File: config.mk
export PLATFORM = sky130hd
export DESIGN_NAME = conv_layer_sequencer
export DESIGN_NICKNAME = d
export VERILOG_FILES = /design/src/rtl/dnn_accel_pkg.sv /design/src/rtl/layer_desc_regfile.sv /design/src/rtl/conv_layer_sequencer.sv
export SDC_FILE = /design/constraint.sdc
export NUM_CORES = 2
export LEC_CHECK = 0
export ABC_AREA = 1
export CAP_MARGIN = 15
export CORE_MARGIN = 1
export CORE_UTILIZATION = 30
export DETAILED_ROUTE_END_ITERATION = 8
export HOLD_SLACK_MARGIN = 0.15
export SETUP_SLACK_MARGIN = 0.5
export SYNTH_ARGS = -nofsm -noshare
export SYNTH_HDL_FRONTEND = slang
export SYNTH_SLANG_ARGS = --single-unit
File: constraint.sdc
create_clock -name clk -period 5.75 [get_ports clk]
set_clock_uncertainty 0.1 [all_clocks]
set_input_delay 1.15 -clock clk [delete_from_list [all_inputs] [get_ports clk]]
set_output_delay 1.15 -clock clk [all_outputs]
set_load 0.02 [all_outputs]
File: src/rtl/dnn_accel_pkg.sv
// Shared control-path constants for the DNN accelerator: register width,
// descriptor field indices and the layer-sequencer state encoding.
package dnn_accel_pkg;

  localparam int REG_WIDTH  = 32;
  localparam int NUM_FIELDS = 6;

  localparam logic [2:0] FLD_OUTPUTSIZE     = 3'd0;
  localparam logic [2:0] FLD_KERNELSIZE     = 3'd1;
  localparam logic [2:0] FLD_WEIGHTINTERVAL = 3'd2;
  localparam logic [2:0] FLD_KERNELSHAPE    = 3'd3;
  localparam logic [2:0] FLD_INPUTSHAPE     = 3'd4;
  localparam logic [2:0] FLD_INPUTRSTCNT    = 3'd5;

  localparam logic [2:0] ST_IDLE   = 3'd0;
  localparam logic [2:0] ST_LOAD   = 3'd1;
  localparam logic [2:0] ST_SETTLE = 3'd2;
  localparam logic [2:0] ST_START  = 3'd3;
  localparam logic [2:0] ST_RUN    = 3'd4;
  localparam logic [2:0] ST_CLEAR  = 3'd5;
  localparam logic [2:0] ST_DONE   = 3'd6;

  // Field codes 6 and 7 have no storage behind them.
  function automatic logic field_valid(input logic [2:0] fld);
    return fld <= FLD_INPUTRSTCNT;
  endfunction

endpackage

File: src/rtl/layer_desc_regfile.sv
// Layer descriptor table: one host write port, and a combinational read of
// all six fields of the selected layer.
module layer_desc_regfile
  import dnn_accel_pkg::*;
#(
  parameter int REG_WIDTH     = dnn_accel_pkg::REG_WIDTH,
  parameter int NUM_LAYER_MAX = 8
) (
  input  logic                                        clk,
  input  logic                                        rst,
  input  logic                                        i_wren,
  input  logic [$clog2(NUM_LAYER_MAX)-1:0]            i_wr_layer,
  input  logic [2:0]                                  i_wr_field,
  input  logic [REG_WIDTH-1:0]                        i_wdat,
  input  logic [$clog2(NUM_LAYER_MAX)-1:0]            i_rd_layer,
  output logic [NUM_FIELDS-1:0][REG_WIDTH-1:0]        o_rd_desc
);

  logic [REG_WIDTH-1:0] mem_q [NUM_LAYER_MAX][NUM_FIELDS];
  logic [REG_WIDTH-1:0] mem_d [NUM_LAYER_MAX][NUM_FIELDS];

  always_comb begin
    // NOTE: start from the held value so every path assigns mem_d and no latch is inferred.
    mem_d = mem_q;
    if (i_wren && field_valid(i_wr_field) && (int'(i_wr_layer) < NUM_LAYER_MAX)) begin
      mem_d[i_wr_layer][i_wr_field] = i_wdat;
    end
  end

  always_ff @(posedge clk) begin
    if (rst) begin
      // NOTE: the table is small flop storage, so it is cleared on reset; a RAM macro could not be.
      for (int l = 0; l < NUM_LAYER_MAX; l++) begin
        for (int f = 0; f < NUM_FIELDS; f++) begin
          mem_q[l][f] <= '0;
        end
      end
    end else begin
      // NOTE: non-blocking updates keep every flop sampling pre-edge values.
      mem_q <= mem_d;
    end
  end

  always_comb begin
    o_rd_desc = '0;
    for (int f = 0; f < NUM_FIELDS; f++) begin
      o_rd_desc[f] = mem_q[i_rd_layer][f];
    end
  end

endmodule

File: src/rtl/conv_layer_sequencer.sv
// Walks the descriptor table layer by layer, programming and kicking the conv core.
// Optional per-layer watchdog compiled in with `define SEQ_TIMEOUT_EN.
module conv_layer_sequencer
  import dnn_accel_pkg::*;
#(
  parameter int          REG_WIDTH      = dnn_accel_pkg::REG_WIDTH,
  parameter int          NUM_LAYER_MAX  = 8,
  parameter int          SETTLE_CYCLES  = 2,
  parameter logic [31:0] TIMEOUT_CYCLES = 32'd1000000
) (
  input  logic                               clk,
  input  logic                               rst,
  input  logic                               i_tbl_wren,
  input  logic [$clog2(NUM_LAYER_MAX)+2:0]   i_tbl_addr,
  input  logic [REG_WIDTH-1:0]               i_tbl_wdat,
  input  logic                               i_seq_start,
  input  logic [$clog2(NUM_LAYER_MAX):0]     i_seq_num_layer,
  input  logic                               i_seq_abort,
  input  logic [REG_WIDTH-1:0]               i_core_status,
  output logic [REG_WIDTH-1:0]               o_conf_ctrl,
  output logic [REG_WIDTH-1:0]               o_conf_outputsize,
  output logic [REG_WIDTH-1:0]               o_conf_kernelsize,
  output logic [REG_WIDTH-1:0]               o_conf_weightinterval,
  output logic [REG_WIDTH-1:0]               o_conf_kernelshape,
  output logic [REG_WIDTH-1:0]               o_conf_inputshape,
  output logic [REG_WIDTH-1:0]               o_conf_inputrstcnt,
  output logic                               o_seq_busy,
  output logic [$clog2(NUM_LAYER_MAX)-1:0]   o_seq_layer,
  output logic                               o_seq_done,
  output logic                               o_seq_err
);

  localparam int LW = $clog2(NUM_LAYER_MAX);
  localparam int NW = LW + 1;
  localparam int SW = (SETTLE_CYCLES > 1) ? $clog2(SETTLE_CYCLES) : 1;
  localparam logic [SW-1:0] SETTLE_LAST = SW'(SETTLE_CYCLES - 1);

  logic [2:0]                           state_q, state_d;
  logic [LW-1:0]                        layer_q, layer_d;
  logic [NW-1:0]                        num_q, num_d;
  logic [SW-1:0]                        settle_q, settle_d;
  logic [NUM_FIELDS-1:0][REG_WIDTH-1:0] conf_q, conf_d, rd_desc;
  logic ctrl_q, ctrl_d, busy_q, busy_d, done_q, done_d, err_q, err_d;
  logic start_ok, last_layer, timeout;

  // Only the done bit of the core status word carries meaning here.
  logic unused_status;
  assign unused_status = ^i_core_status[REG_WIDTH-1:1];

  layer_desc_regfile #(
    .REG_WIDTH     (REG_WIDTH),
    .NUM_LAYER_MAX (NUM_LAYER_MAX)
  ) u_regfile (
    .clk        (clk),
    .rst        (rst),
    .i_wren     (i_tbl_wren && (state_q == ST_IDLE)),
    .i_wr_layer (i_tbl_addr[LW+2:3]),
    .i_wr_field (i_tbl_addr[2:0]),
    .i_wdat     (i_tbl_wdat),
    .i_rd_layer (layer_q),
    .o_rd_desc  (rd_desc)
  );

  assign start_ok   = (i_seq_num_layer != '0) && (int'(i_seq_num_layer) <= NUM_LAYER_MAX);
  assign last_layer = (({1'b0, layer_q} + 1'b1) == num_q);

`ifdef SEQ_TIMEOUT_EN
  logic [31:0] wdog_q, wdog_d;

  always_comb begin
    wdog_d = wdog_q;
    if (state_q == ST_START) begin
      wdog_d = '0;
    end else if ((state_q == ST_RUN) || (state_q == ST_CLEAR)) begin
      wdog_d = wdog_q + 32'd1;
    end
  end

  // wdog_q counts completed RUN/CLEAR cycles; trip when this one would exceed the limit.
  assign timeout = ((state_q == ST_RUN) || (state_q == ST_CLEAR)) &&
                   (wdog_q >= (TIMEOUT_CYCLES - 32'd1));

  always_ff @(posedge clk) begin
    if (rst) wdog_q <= '0;
    else     wdog_q <= wdog_d;
  end
`else
  assign timeout = 1'b0;
`endif

  always_comb begin
    state_d  = state_q;
    layer_d  = layer_q;
    num_d    = num_q;
    settle_d = settle_q;
    conf_d   = conf_q;
    err_d    = 1'b0;
    case (state_q)
      ST_IDLE: begin
        if (i_seq_start) begin
          if (start_ok) begin
            state_d = ST_LOAD;
            num_d   = i_seq_num_layer;
            layer_d = '0;
          end else begin
            err_d = 1'b1;
          end
        end
      end
      ST_LOAD: begin
        conf_d   = rd_desc;
        settle_d = '0;
        state_d  = (SETTLE_CYCLES == 0) ? ST_START : ST_SETTLE;
      end
      ST_SETTLE: begin
        settle_d = settle_q + 1'b1;
        if (settle_q == SETTLE_LAST) state_d = ST_START;
      end
      ST_START: state_d = ST_RUN;
      ST_RUN: begin
        if (i_core_status[0]) state_d = ST_CLEAR;
      end
      ST_CLEAR: begin
        if (!i_core_status[0]) begin
          if (last_layer) begin
            state_d = ST_DONE;
          end else begin
            layer_d = layer_q + 1'b1;
            state_d = ST_LOAD;
          end
        end
      end
      ST_DONE: state_d = ST_IDLE;
      default: state_d = ST_IDLE;
    endcase

    if (timeout) begin
      state_d = ST_IDLE;
      err_d   = 1'b1;
    end
    // Abort wins over everything, including a watchdog trip in the same cycle.
    if (i_seq_abort && (state_q != ST_IDLE)) begin
      state_d = ST_IDLE;
      err_d   = 1'b0;
    end
  end

  // Status outputs are decoded from the next state so they line up with it.
  assign ctrl_d = (state_d == ST_RUN);
  assign busy_d = (state_d != ST_IDLE);
  assign done_d = (state_d == ST_DONE);

  always_ff @(posedge clk) begin
    if (rst) begin
      state_q  <= ST_IDLE;
      layer_q  <= '0;
      num_q    <= '0;
      settle_q <= '0;
      conf_q   <= '0;
      ctrl_q   <= 1'b0;
      busy_q   <= 1'b0;
      done_q   <= 1'b0;
      err_q    <= 1'b0;
    end else begin
      state_q  <= state_d;
      layer_q  <= layer_d;
      num_q    <= num_d;
      settle_q <= settle_d;
      conf_q   <= conf_d;
      ctrl_q   <= ctrl_d;
      busy_q   <= busy_d;
      done_q   <= done_d;
      err_q    <= err_d;
    end
  end

  assign o_conf_ctrl           = {{(REG_WIDTH-1){1'b0}}, ctrl_q};
  assign o_conf_outputsize     = conf_q[FLD_OUTPUTSIZE];
  assign o_conf_kernelsize     = conf_q[FLD_KERNELSIZE];
  assign o_conf_weightinterval = conf_q[FLD_WEIGHTINTERVAL];
  assign o_conf_kernelshape    = conf_q[FLD_KERNELSHAPE];
  assign o_conf_inputshape     = conf_q[FLD_INPUTSHAPE];
  assign o_conf_inputrstcnt    = conf_q[FLD_INPUTRSTCNT];
  assign o_seq_busy            = busy_q;
  assign o_seq_layer           = layer_q;
  assign o_seq_done            = done_q;
  assign o_seq_err             = err_q;

endmodule

==> Word-level counts from Yosys, hierarchy flattened <==
Cells that the tools add are included.
{ "word_totals": {"regBits": 1743, "input_bits": 79, "output_inout_bits": 230, "wordCells": 127} }
{ "classes": {"addsub": 3, "order_cmp": 7, "n_eq_ne": 12, "mux": 23, "n_bitwise": 5, "n_reduce_logical": 15} }
{ "op_table": {"columns": ["operator", "n"], "rows": [
  ["1536-bit bitwise mux", 1],
  ["192-bit binary-select mux with 3-bit select", 1],
  ["192-bit demux with 3-bit select", 1],
  ["192-bit 2-to-1 mux", 3],
  ["32-bit demux with 3-bit select", 1],
  ["3-bit 2-to-1 mux", 11],
  ["32-bit 2-to-1 mux", 1],
  ["3-bit case mux with 6 select lines", 1],
  ["3-bit equality test (second input constant)", 4],
  ["4-bit >= comparator (second input constant)", 3],
  ["3-bit inverter with 4-bit output", 3],
  ["4-bit by 1-bit < comparator with 1-bit output (second input constant)", 2],
  ["2-bit inequality test (second input constant)", 4],
  ["3-bit by 2-bit equality test with 1-bit output (second input constant)", 2],
  ["1-bit logical AND", 6],
  ["3-bit case mux with 2 select lines", 1],
  ["3-bit nonzero test", 2],
  ["5-bit AND reduction", 1],
  ["3-bit by 1-bit adder with 4-bit output (second input constant)", 1],
  ["4-bit equality test", 1],
  ["4-bit less-or-equal comparator (second input constant)", 1],
  ["2-bit nonzero test", 2],
  ["4-bit nonzero test", 1],
  ["4-bit OR reduction", 1],
  ["other kinds (9)", 10]
]} }

==> Longest topological paths before layout <==
{ "depth": {"word_depth": 8, "depth_mapped": 13, "ltp_nobuf": 12} }

==> Hierarchy <==
From an unflattened synthesis, not the netlist that was laid out.
{ "hier_totals": {"hier_cells": 13757, "area_unflattened_um2": 83980.5} }
{ "modules_own_cells": {"columns": ["module", "instances", "cells_per_inst", "area_per_inst_um2", "seq_area_each_um2"], "rows": [
  ["layer_desc_regfile", 1, 12760, 76115.5, 30749.5],
  ["conv_layer_sequencer", 1, 997, 7865.0, 4144.0]
]} }

==> Worst setup path after synthesis <==
OpenSTA, ideal clock, no wires.
{ "synth_path": {"path_kind": "input-to-reg", "from": "in i_tbl_addr[0]", "to": "reg u_regfile.mem_q[225] (netlist bit)", "setup_ns": 0.133, "arrival_time_ns": 2.340, "required_time_ns": 5.517, "path_slack_ns": 3.178, "cell_stages": 6, "n_path_buf": 2, "path_cell_list": "buf_6 nor3_4 inv_2 nor3_4 clkbuf_1 a21oi_1"} }
{ "synth_between": {"elab_chain_cells": 8, "elab_cells_between_ends": 11, "cone_classes": "order compare: 3; mux: 5; bitwise: 1; reduce/logical: 2"} }
{ "synth_rtl": {"columns": ["element", "line", "rtl"], "rows": [
  ["start, declared", "conv_layer_sequencer.sv:14", "input logic [$clog2(NUM_LAYER_MAX)+2:0] i_tbl_addr,"],
  ["3-bit inverter with 4-bit output (implied by the code)", "layer_desc_regfile.sv:26", "mem_d[i_wr_layer][i_wr_field] = i_wdat;"],
  ["4-bit >= comparator (implied by the code) / 4-bit by 1-bit < comparator with 1-bit output (equally long branches)", "layer_desc_regfile.sv:26", null],
  ["1-bit logical AND (implied by the code)", "layer_desc_regfile.sv:26", null],
  ["32-bit 2-to-1 mux (implied by the code)", "layer_desc_regfile.sv:26", null],
  ["32-bit demux with 3-bit select", "layer_desc_regfile.sv:26", null],
  ["192-bit 2-to-1 mux (implied by the code)", "layer_desc_regfile.sv:26", null],
  ["192-bit demux with 3-bit select", "layer_desc_regfile.sv:26", null],
  ["1536-bit bitwise mux", "layer_desc_regfile.sv:26", null],
  ["end signal, assigned", "layer_desc_regfile.sv:40", "mem_q <= mem_d;"],
  ["end, declared", "layer_desc_regfile.sv:19", "logic [REG_WIDTH-1:0] mem_q [NUM_LAYER_MAX][NUM_FIELDS];"]
]} }
Parallel ways exist; a longest one is shown, timed or not.
A chain may end at the register's enable or synchronous reset.

==> Final worst setup path <==
{ "layout_path": {"from": "reg layer_q[0] (netlist: o_seq_layer[0])", "to": "reg conf_q (netlist bit o_conf_weightinterval[1])"} }
{ "layout_between": {"elab_chain_cells": 4} }
{ "layout_rtl": {"columns": ["element", "line", "rtl"], "rows": [
  ["start, declared", "conv_layer_sequencer.sv:39", "logic [LW-1:0] layer_q, layer_d;"],
  ["start signal, assigned", "conv_layer_sequencer.sv:166", "layer_q <= layer_d;"],
  ["3-bit inverter with 4-bit output (implied by the code)", "layer_desc_regfile.sv:47", "o_rd_desc[f] = mem_q[i_rd_layer][f];"],
  ["192-bit binary-select mux with 3-bit select", "layer_desc_regfile.sv:47", null],
  ["192-bit 2-to-1 mux (2 in a row)", null, null],
  ["end signal, assigned", "conv_layer_sequencer.sv:169", "conf_q <= conf_d;"],
  ["end, declared", "conv_layer_sequencer.sv:42", "logic [NUM_FIELDS-1:0][REG_WIDTH-1:0] conf_q, conf_d, rd_desc;"]
]} }
Every way passes these cells. The select of a mux whose other input is x is not followed.

==> results.sh <==
export IMPL_final_max_slew_violation_count=0
export IMPL_worstPathRequired_ns=6.36
export IMPL_worst_slack_ns=2.00
export IMPL_die_x_um=491
export IMPL_critPathMaxStageDelay_ns=0.89
export IMPL_tritoncts_num_buffers=190
export IMPL_timing_hold_violations_final=0
export IMPL_post_cts_setup_buffers=0
export IMPL_dr_total_vias=66100
export IMPL_cellPowerDensity_nw_per_um2=343
export IMPL_post_synth_edffs=0
export IMPL_globalRouteTotalUtil_pct=20.6
export IMPL_clock_sink_count=1743
export IMPL_die_area_sq_um=241000
export IMPL_timing_reg2reg_setup_slack_ns=2.00
export IMPL_ys_flop_type="dfxtp_1"
export IMPL_hold_path_startpoint="u_regfile.mem_q[918]"
export IMPL_rsz0062_at_grt="no"
export IMPL_core_area_sq_um=238000
export IMPL_arrival_time_of_the_worst_setup_path_ns=4.35
export IMPL_worstSkewPairLatency_ns=0.86
export IMPL_violations="design-rule violations"
export IMPL_hold_slack_ns=0.339
export IMPL_drc=90
export IMPL_synth_avg_cell_area_sq_um=7.49
export IMPL_netSwitchingFraction_pct=27.0
export IMPL_place_congestion=0.810
export IMPL_via_per_inst=5.25
export IMPL_dr_pass1_iters=8
export IMPL_finalSetupViolCount=0
export IMPL_clock_tree_htree_level_count=4
export IMPL_regToRegStartpoint="o_seq_layer[0]"
export IMPL_drtAntennaViolNets=0
export IMPL_buffer_type_at_the_clock_tree_root="clkbuf_16"
export IMPL_timing_worst_slew_pin_value_ns=1.21
export IMPL_synth_cell_type_count=34
export IMPL_crit_path_start_kind="flip-flop"
export IMPL_maxCapViolCount=0
export IMPL_chipHeight_um=491
export IMPL_reg2reg_to="o_conf_weightinterval[1]"
export IMPL_grt_max_degree=221
export IMPL_power_frac_clock_pct=45.6
export IMPL_initialDrtViolationCount=6757
export IMPL_critPathSlowestCell="o21ai_0"
export IMPL_p_sw_mw=7.64
export IMPL_first_global_vias=60300
export IMPL_hold_path_class="flip-flop to flip-flop"
export IMPL_critical_path_max_fanout=94
export IMPL_crit_top_cell="o21ai_0"
export IMPL_timing_critical_path_to_type="flip-flop"
export IMPL_drt_total_wl_mm=259
export IMPL_r2r_worst_path_cells=7
export IMPL_routed_wire_length_per_instance_um=20.6
export IMPL_async_flop_share_pct=0
export IMPL_cts_max_path_buffers=3
export IMPL_post_layout_total_power_mw=28.3
export IMPL_run_status="finished with violations"
export IMPL_area_growth_syn_to_layout_pct=14.8
export IMPL_synth_cell_area_sq_um=71800
export IMPL_cp_buffers_inverters=2
export IMPL_worst_setup_hold_path_clk_slew_ns=0.06
export IMPL_peakVddDrop_uv=257
export IMPL_seq_area_frac_synth_pct=48.6
export IMPL_int_power_mw=20.6
export IMPL_top_level_ports=309
export IMPL_period_minus_slack_ns=3.75
export IMPL_hold_end="u_regfile.mem_q[918]"
export IMPL_postLayoutCoreUtil_pct=34.7
export IMPL_ys_ff_latch=1743
export IMPL_io_buffers=246
export IMPL_setup_worst_path_class="flip-flop to flip-flop"
export IMPL_tritoncts_clock_tree="built"
export IMPL_place_hpwl_mm=147
export IMPL_dp_slack_ns=1.52
export IMPL_worst_slew_margin_rel_pct=19.4
export IMPL_clock_fmax_ghz=0.267
export IMPL_grt_antenna_before_repair=24
export IMPL_syn_instance_count=9595
export IMPL_grt_first_pass_wirelength_mm=382
export IMPL_cts_hold_repair_buffers=0
export IMPL_tns_ns=0
export IMPL_worstPathCellList="buf_4 -> buf_4 -> a21oi_1 -> o21ai_0 -> o21ai_0 -> o21ai_0 -> a21oi_1"
export IMPL_power_share_sequential_pct=43.7
export IMPL_start_util_pct=30.2
export IMPL_synth_warning_count=0
export IMPL_gr_total_overflow=0
export IMPL_ctsResizeCount=0
export IMPL_layout_drive_gt1_share_pct=6.36
export IMPL_fin_crit_sh_pct=65.1
export IMPL_p_comb_share_pct=10.7
export IMPL_worst_hold_path_num_cells=2
export IMPL_critPathTopFamily="buffers and inverters"
export IMPL_final_net_count=9330
export IMPL_p_leak_nw=29.6
export IMPL_placement_rows=179
## metal layers
metal  routed length, um  up-vias  global-route usage [%]
li1                    -    31800                       -
met1              112000    31400                    26.7
met2              116000     2434                    33.0
met3               18500      477                    3.42
met4               13000        2                    10.1
met5                  13        -                       0
## registers in the layout (all words and copies together) (netlist names), 3 cells and up
name                   cells
state_q                    3
o_conf_outputsize         32
o_conf_inputrstcnt        32
o_conf_inputshape         32
num_q                      4
o_seq_layer                3
o_conf_kernelsize         32
u_regfile.mem_q         1536
o_conf_kernelshape        32
o_conf_weightinterval     32
## cell families after synthesis
kind of cell	after synthesis	share of synthesized area, %
compound gates	4706	33.5
buf+inv	1863	10.4
flops	1743	48.6
simple gates	1280	7.45
xor+xnor	1	0.0122
fa+ha+maj	1	0.0174
other cells	1	0.00522
## synth_stat cells, types with 2 or more instances
library cell   instances  area, sq um
a21oi_1             1850         9260
buf_1                 35          131
buf_2                129          646
buf_4                 36          270
clkbuf_1             744         2790
clkbuf_2               4         20.0
clkinv_1               3         11.3
dfxtp_1             1743        34900
dlygate4sd1_1         33          289
inv_1                864         3240
inv_2                 14         52.6
nand2_1              245          920
nand2_2               19          119
nand3_1              184          921
nand3_2                4         40.0
nand4_1                5         31.3
nor2_1               793         2980
nor2_2                 4         25.0
nor2_4                 5         56.3
nor3_1                 3         15.0
nor3_2                 2         20.0
nor3_4                13          211
o211ai_1             161         1210
o21ai_0             2578        12900
o21ai_1               20          100
o22ai_1               96          601
## power groups by stage
stage | Sequential [mW] | Combinational (mW) | Clock (mW)
final | 12.4 | 3.03 | 12.9
after global routing | 12.4 | 3.26 | 13.6
after CTS | 12.4 | 3.00 | 13.1
after detailed placement | 12.6 | 2.99 | 0
after global placement | 12.6 | 2.95 | 0
after floorplan | 12.7 | 1.63 | 0
## worst min-delay path: cells and delay by family (launching register included)
kind,cells,cell delay (ns)
buf+inv,1,0.04
compound gates,1,0.05
flops,1,0.30
## how the worst max path moves through the flow
stage	from	to	cells after the start
after detailed placement	i_tbl_wren	u_regfile.mem_q[839]	10
final	o_seq_layer[0]	o_conf_weightinterval[1]	7
after floorplan	i_tbl_addr[0]	u_regfile.mem_q[225]	6
after global routing	o_seq_layer[0]	o_conf_weightinterval[1]	7
after global placement	i_tbl_wren	u_regfile.mem_q[840]	10
after CTS	o_seq_layer[0]	o_conf_weightinterval[1]	7
## final cells by class
class / count / area (sq um)
repair buffers: 415 / 3900
inverters: 881 / 3340
fillers: 24600 / 155000
flip-flops and latches: 1743 / 34900
clock buffers: 279 / 5640
well taps: 3167 / 3960
diodes: 7 / 17.5
clock inverters: 70 / 1050
multi-input cells: 6019 / 29600
## per-stage QoR
stage | cells | area (sq um)
2_1_floorplan | 9625 | 71900
3_3_place_gp | 12200 | 75700
3_5_place_dp | 12200 | 75700
4_1_cts | 12600 | 82400
5_1_grt | 12600 | 82400
6_report | 12600 | 82400
## placed cells by master, fill, tap and decap left out, drive strengths merged
| master | n |
|---|---|
| nand2 | 264 |
| buf | 199 |
| o211ai | 161 |
| inv | 881 |
| nor3 | 18 |
| nand4 | 5 |
| nor4 | 1 |
| clkinvlp | 7 |
| clkbuf | 281 |
| conb | 31 |
| a21oi | 1850 |
| bufinv | 16 |
| clkinv | 47 |
| diode | 7 |
| nand3 | 188 |
| o22ai | 96 |
| ha | 1 |
| and3 | 1 |
| dfxtp | 1743 |
| nor2 | 802 |
| or2 | 1 |
| o21ai | 2599 |
| clkdlybuf4s50 | 214 |
| xor2 | 1 |
No activity file was read; power rests on OpenSTA's default activity.
